File: config.mk
export PLATFORM = sky130hd
export DESIGN_NAME = newcpla1_12_preimage_enum
export DESIGN_NICKNAME = d
export VERILOG_FILES = /design/src/rtl/newcpla1_12_preimage_enum.sv
export SDC_FILE = /design/constraint.sdc
export NUM_CORES = 1
export LEC_CHECK = 0
export BUFFER_PORTS_ARGS = -buffer_cell sky130_fd_sc_hd__buf_2
export CAP_MARGIN = 10
export CORE_MARGIN = 1.5
export CORE_UTILIZATION = 45
export DETAILED_ROUTE_END_ITERATION = 12
export GPL_TIMING_DRIVEN = 0
export PLACE_DENSITY_LB_ADDON = 0.1
export SETUP_SLACK_MARGIN = 0.2
export SLEW_MARGIN = 10
export SYNTH_ARGS = -nofsm -noshare
export SYNTH_HDL_FRONTEND = slang
export SYNTH_SLANG_ARGS = --single-unit
File: constraint.sdc
create_clock -name clk -period 2.45 [get_ports clk]
set_input_delay 0 -clock clk [delete_from_list [all_inputs] [get_ports clk]]
set_output_delay 0 -clock clk [all_outputs]
set_load 0.01 [all_outputs]
File: src/rtl/newcpla1_12_preimage_enum.sv
// Preimage enumerator for the newcpla1 output-12 cone: walks all 512 input
// vectors in ascending order and streams every vector whose y0 equals the target.
module newcpla1_12_preimage_enum #(
  parameter int CNT_W = 10
) (
  input  logic             clk,
  input  logic             rst,
  input  logic             start,
  input  logic             target,
  input  logic             out_ready,
  output logic             out_valid,
  output logic [8:0]       out_vec,
  output logic             busy,
  output logic             done,
  output logic [CNT_W-1:0] count
);

  typedef enum logic [1:0] {IDLE, SCAN, DRAIN} state_t;

  state_t           r_state, w_nextState;
  logic [8:0]       r_cand, w_nextCand;
  logic [8:0]       r_outVec, w_nextOutVec;
  logic             r_outValid, w_nextOutValid;
  logic             r_target, w_nextTarget;
  logic             r_done, w_nextDone;
  logic [CNT_W-1:0] r_count, w_nextCount;
  logic             w_y0;
  logic             w_stall;

  // The embedded cone; x8 does not participate.
  assign w_y0 = ~r_cand[0] & r_cand[4] & r_cand[5] & r_cand[7] &
                (r_cand[3] ? r_cand[6] : (r_cand[2] & (~r_cand[1] | r_cand[6])));

  assign w_stall = r_outValid & ~out_ready;

  always_ff @(posedge clk or posedge rst) begin
    if (rst) begin
      r_state    <= IDLE;
      r_cand     <= '0;
      r_outVec   <= '0;
      r_outValid <= 1'b0;
      r_target   <= 1'b0;
      r_done     <= 1'b0;
      r_count    <= '0;
    end else begin
      r_state    <= w_nextState;
      r_cand     <= w_nextCand;
      r_outVec   <= w_nextOutVec;
      r_outValid <= w_nextOutValid;
      r_target   <= w_nextTarget;
      r_done     <= w_nextDone;
      r_count    <= w_nextCount;
    end
  end

  always_comb begin
    w_nextState    = r_state;
    w_nextCand     = r_cand;
    w_nextOutVec   = r_outVec;
    w_nextOutValid = r_outValid;
    w_nextTarget   = r_target;
    w_nextDone     = 1'b0;
    w_nextCount    = r_count;

    case (r_state)
      IDLE: begin
        if (start) begin
          w_nextTarget = target;
          w_nextCand   = '0;
          w_nextCount  = '0;
          w_nextState  = SCAN;
        end
      end

      SCAN: begin
        // A stalled output register freezes the whole pipeline so no candidate is lost.
        if (!w_stall) begin
          if (w_y0 == r_target) begin
            w_nextOutVec   = r_cand;
            w_nextOutValid = 1'b1;
            if (r_count != CNT_W'(512)) begin
              w_nextCount = r_count + CNT_W'(1);
            end
          end else begin
            w_nextOutValid = 1'b0;
          end
          if (r_cand == 9'd511) begin
            w_nextState = DRAIN;
          end else begin
            w_nextCand = r_cand + 9'd1;
          end
        end
      end

      DRAIN: begin
        // Finishing on any unstalled edge retires a pending final match in the same edge.
        if (!w_stall) begin
          w_nextOutValid = 1'b0;
          w_nextState    = IDLE;
          w_nextDone     = 1'b1;
        end
      end

      default: begin
        w_nextState = IDLE;
      end
    endcase
  end

  assign out_valid = r_outValid;
  assign out_vec   = r_outVec;
  assign busy      = (r_state != IDLE);
  assign done      = r_done;
  assign count     = r_count;

endmodule
-- Word level (Yosys, flattened, before mapping)
Cells that the tools add are included.
- register bits: 33
- word-level logic and storage cells: 63
- bits of input ports: 5
- output and inout bits: 22
- add/subtract/negate cells: 2
- mux-type cells: 21
- equality and inequality tests: 12
- reduce and logical (&&, ||, !) cells: 10
- bitwise gates (word level): 11
- operators by type and width (kind ; number):
    $mux W10 ; 4
    $mux W9 ; 3
    $pmux W10 S2 ; 1
    $pmux W9 S2 ; 1
    $ne A2 B2 Y1 const B ; 7
    $add A10 B1 Y10 const B ; 1
    $ne A10 B10 Y1 const B ; 1
    $add A9 B1 Y9 const B ; 1
    $eq A9 B9 Y1 const B ; 1
    $mux W2 ; 4
    $reduce_and A4 Y1 ; 2
    $and A1 B1 Y1 ; 6
    $mux W1 ; 6
    $pmux W2 S3 ; 1
    $reduce_and A3 Y1 ; 2
    $reduce_bool A2 Y1 ; 3
    $reduce_and A5 Y1 ; 1
    $not A1 Y1 ; 4
    $eq A2 B1 Y1 const B ; 1
    $eq A2 B2 Y1 const B ; 1
    $logic_not A2 Y1 ; 1
    $pmux W1 S2 ; 1
    $reduce_and A2 Y1 ; 1
    $eq A1 B1 Y1 ; 1
    $or A1 B1 Y1 ; 1

-- Longest topological paths before layout
- depth in word-level cells: 9
- depth in mapped cells: 9
- mapped depth without buffers: 9

-- Worst setup path after synthesis
OpenSTA, ideal clock, no wires.
- path kind: reg2reg
- start: reg r_cand[0]
- end: reg r_cand[0]
- period minus slack after synthesis: 1.846 ns
- data required time: 2.325 ns
- setup slack: 0.604 ns
- setup time: 0.125 ns
- buffers on the path: 0
- data arrival time: 1.721 ns
- stages on the path, launching flop included: 9
- path through: dfrtp_1 -> ha_1 -> nand3_1 -> nor2_1 -> ha_1 -> inv_1 -> a31oi_1 -> or2_2 -> mux2_2
- word-level cells in the longest chain between the ends: 4
- elaborated cells on any way between the ends: 7
- classes of those cells: add/sub (1); eq/ne (2); mux (3); reduce/logical (1)
- ends and longest elaborated chain (element ; line ; RTL):
    start, declared ; 21 ; logic [8:0] r_cand, w_nextCand;
    start signal, assigned ; 47 ; r_cand <= w_nextCand;
    $add A9 B1 Y9 ; 90 ; w_nextCand = r_cand + 9'd1;
    $mux W9 ; 87 ; if (r_cand == 9'd511) begin
    $mux W9 ; 77 ; if (!w_stall) begin
    $pmux W9 S2 ; 65 ; case (r_state)
Parallel ways exist; a longest one is shown, timed or not. The select of a mux whose other input is x is not followed.
A chain may end at the register's enable or synchronous reset.

-- Worst setup path in the final report
- start: reg r_cand[0]
- end: reg r_cand[7]
Same word-level chain as after synthesis.

==> reports/summary.txt <==
Die Y -> 65.1 um
Router iterations before antenna repair -> 4
Syn Inst Count -> 164
CTS tree -> built
CP max FO -> 7
Worst Skew -> 7.27 ps
Num CTS Buffers -> 5
Routed WL per cell -> 14.0 um
Post-route DRC -> 0
Final hold violations -> 0
First-pass GRT wire length -> 5930 um
Synthesized cell area -> 1740 um2
Predominant post-synthesis flop cell -> dfrtp_1
Root buf cell -> clkbuf_8
Area Overhead vs Synth -> 18.7%
Syn avg cell area -> 10.6 um2
Vias -> 1341
Standard cell core area -> 3690 um2
Initial Utilization -> 0.471
Vias in the first global route -> 1311
Max-slew violation count -> 0
Max_cap viols -> 0
GRT overflow -> 0
Leakage -> 1.03 nW
DR iter-0 viols -> 102
Worst EP arrival -> 2150 ps
Row Count -> 22
CTS H-tree lvls -> 2
Largest net degree at the start of global routing -> 34
Synth top cells by count -> 33 x dfrtp_1, 19 x nand2_1, 11 x nor2_1
GRT Overall Usage -> 0.186
Nets -> 208
Chip width -> 65.1 um
Area after DPL -> 1930 um2
Min Tclk post-route -> 2000 ps
Initial antenna violation count -> 0
Synth unique cells -> 37
Crit path capture type -> register
I/O Buffers -> 26
CTS clk-pin slew, worst paths -> 70 ps
Post-route ant nets -> 0
Max_slew headroom -> 0.538
EDFF count, synth -> 0
Final period util -> 0.816
Setup crit start kind -> register
Worst EP required -> 2600 ps
Fmax achieved -> 500 MHz
Final WL -> 3480 um
Endpoints failing setup -> 0
Post-synth net total -> 173
# diodes -> 0
Hold crit path type -> input port to register
Share of layout cells above drive strength 1 -> 0.295
Post-synth top area cell -> dfrtp_1
Yosys reg bits -> 33
Top-area cell type share of the netlist area -> 0.476
Num Clock Sinks -> 33
VDD IR max -> 0.445 mV
Power Dens Cells -> 949 nW/um2
Sequential cell area fraction in the yosys report -> 0.476
Sum of negative setup slack -> 0 ps
Status -> finished clean
Top post-synthesis cells by area -> dfrtp_1 48%, mux2_2 6.5%, mux2i_1 5.2%
Synth Warn # -> 0
Least-Margin Pin Slew -> 692 ps
Share of async-settable or async-resettable flops after synthesis -> 1.00
CTS max path bufs -> 2
Fin area -> 2060 um2
Ports -> 27
Die area -> 4240 um2
Critical path class -> register to register
Global placement routability congestion -> 0.877
Vias per cell -> 5.41
Most numerous cell in the Yosys netlist -> dfrtp_1
Post-DP HPWL -> 2440 um
Skew-Pair Late Insertion Delay -> 290 ps
RSZ-0062 raised after global routing -> yes
==> worst paths after layout <==
| path | from | endpoint | slack (ps) | cells after the start |
|---|---|---|---|---|
| setup / recovery | r_cand[0] | r_cand[7] | 450 | 9 |
| hold / removal | out_ready | out_valid | 20 | 3 |
| setup reg to reg | r_cand[0] | r_cand[7] | 450 | 9 |
| hold reg to reg | out_vec[8] | out_vec[8] | 500 | 1 |
| max in group asynchronous | rst | out_vec[8] | 1630 | 3 |
| min in group asynchronous | rst | count[3] | 370 | 3 |
==> cells by family after synthesis <==
group,synth area share
adders and majority gates,0.0288
AOI/OAI and AO/OA,0.0576
xor gates and xnor gates,0.0353
muxes,0.117
and+or+nand+nor,0.249
buffers and inverters,0.0375
DFF,0.476
==> final cells by class <==
type,count,area [um2]
sequential,33,826
tap,48,60.1
clock buffer,7,96.3
multi-input combinational,119,858
timing repair buffer,28,150
inverter,5,18.8
fill,352,1630
buffer,7,46.3
clock inverter,1,5.00
==> where the power goes <==
group / internal (mW) / switching (mW) / total, mW / leakage (nW)
Clock: 0.254 / 0.196 / 0.450 / 0.0542
Sequential: 0.711 / 0.171 / 0.881 / 0.411
Combinational: 0.313 / 0.313 / 0.625 / 0.568
==> registers in the layout, summed over array words and instances (netlist names) <==
register,count
count,10
out_vec,9
r_cand,9
r_state,2
done,1
out_valid,1
r_target,1
==> layer usage <==
metal / wire length (um) / vias to the layer above / GRT usage / part of all wire
met1: 1470 / 661 / 0.214 / 0.42
met3: 141 / 6 / 0.0599 / 0.041
li1: - / 648 / - / -
met2: 1810 / 26 / 0.317 / 0.52
met5: 0 / - / 0 / 0
met4: 57 / 0 / 0.0859 / 0.016
==> metrics by stage <==
| stage | util | hold slack [ps] | setup slack (ps) | cells | power, mW |
|---|---|---|---|---|---|
| finish | 0.559 | 20.3 | 450 | 248 | 1.96 |
| global route | 0.559 | 34.1 | 202 | 248 | 2.10 |
| CTS | 0.555 | 14.5 | 275 | 248 | 1.97 |
| detailed placement | 0.522 | 155 | 311 | 238 | 1.51 |
| global placement | 0.522 | 202 | 354 | 238 | 1.49 |
| floorplan | - | 105 | 604 | 164 | 1.29 |
==> cells in the final DEF (no fill, tap or decap), types with 2 or more instances in the layout <==
master / instances
and3_1: 5
and4_1: 2
dfrtp_1: 33
nand3_1: 4
buf_2: 26
dlygate4sd3_1: 2
nand2b_1: 9
and2b_2: 2
nor2b_1: 2
nor3b_1: 2
nand2_1: 19
clkbuf_8: 7
ha_1: 4
nand4_1: 7
nor2_1: 11
mux2_2: 10
a22o_1: 4
nor3_1: 3
buf_6: 2
mux2i_1: 9
xnor2_1: 6
nor4_1: 3
inv_1: 4
and2_1: 2
clkbuf_1: 3
==> critical path, stage by stage (launching register included) <==
cell     delay [ps]
dfrtp_1         420
ha_1            240
nand3_1          90
nor2_1           50
ha_1            220
inv_1            80
a31oi_2         170
nor4_1          380
xnor2_1         160
nor2_1           60
==> timing repair <==
| item | in CTS | in global routing |
|---|---|---|
| setup buffers | 0 | 0 |
| hold buffers | 2 | 0 |
| endpoints found under the hold margin | 34 | 0 |
| gates resized for setup | 0 | 2 |
| endpoints found under the setup margin | 0 | 9 |
Note: power is estimated with default switching activity, not from simulation.
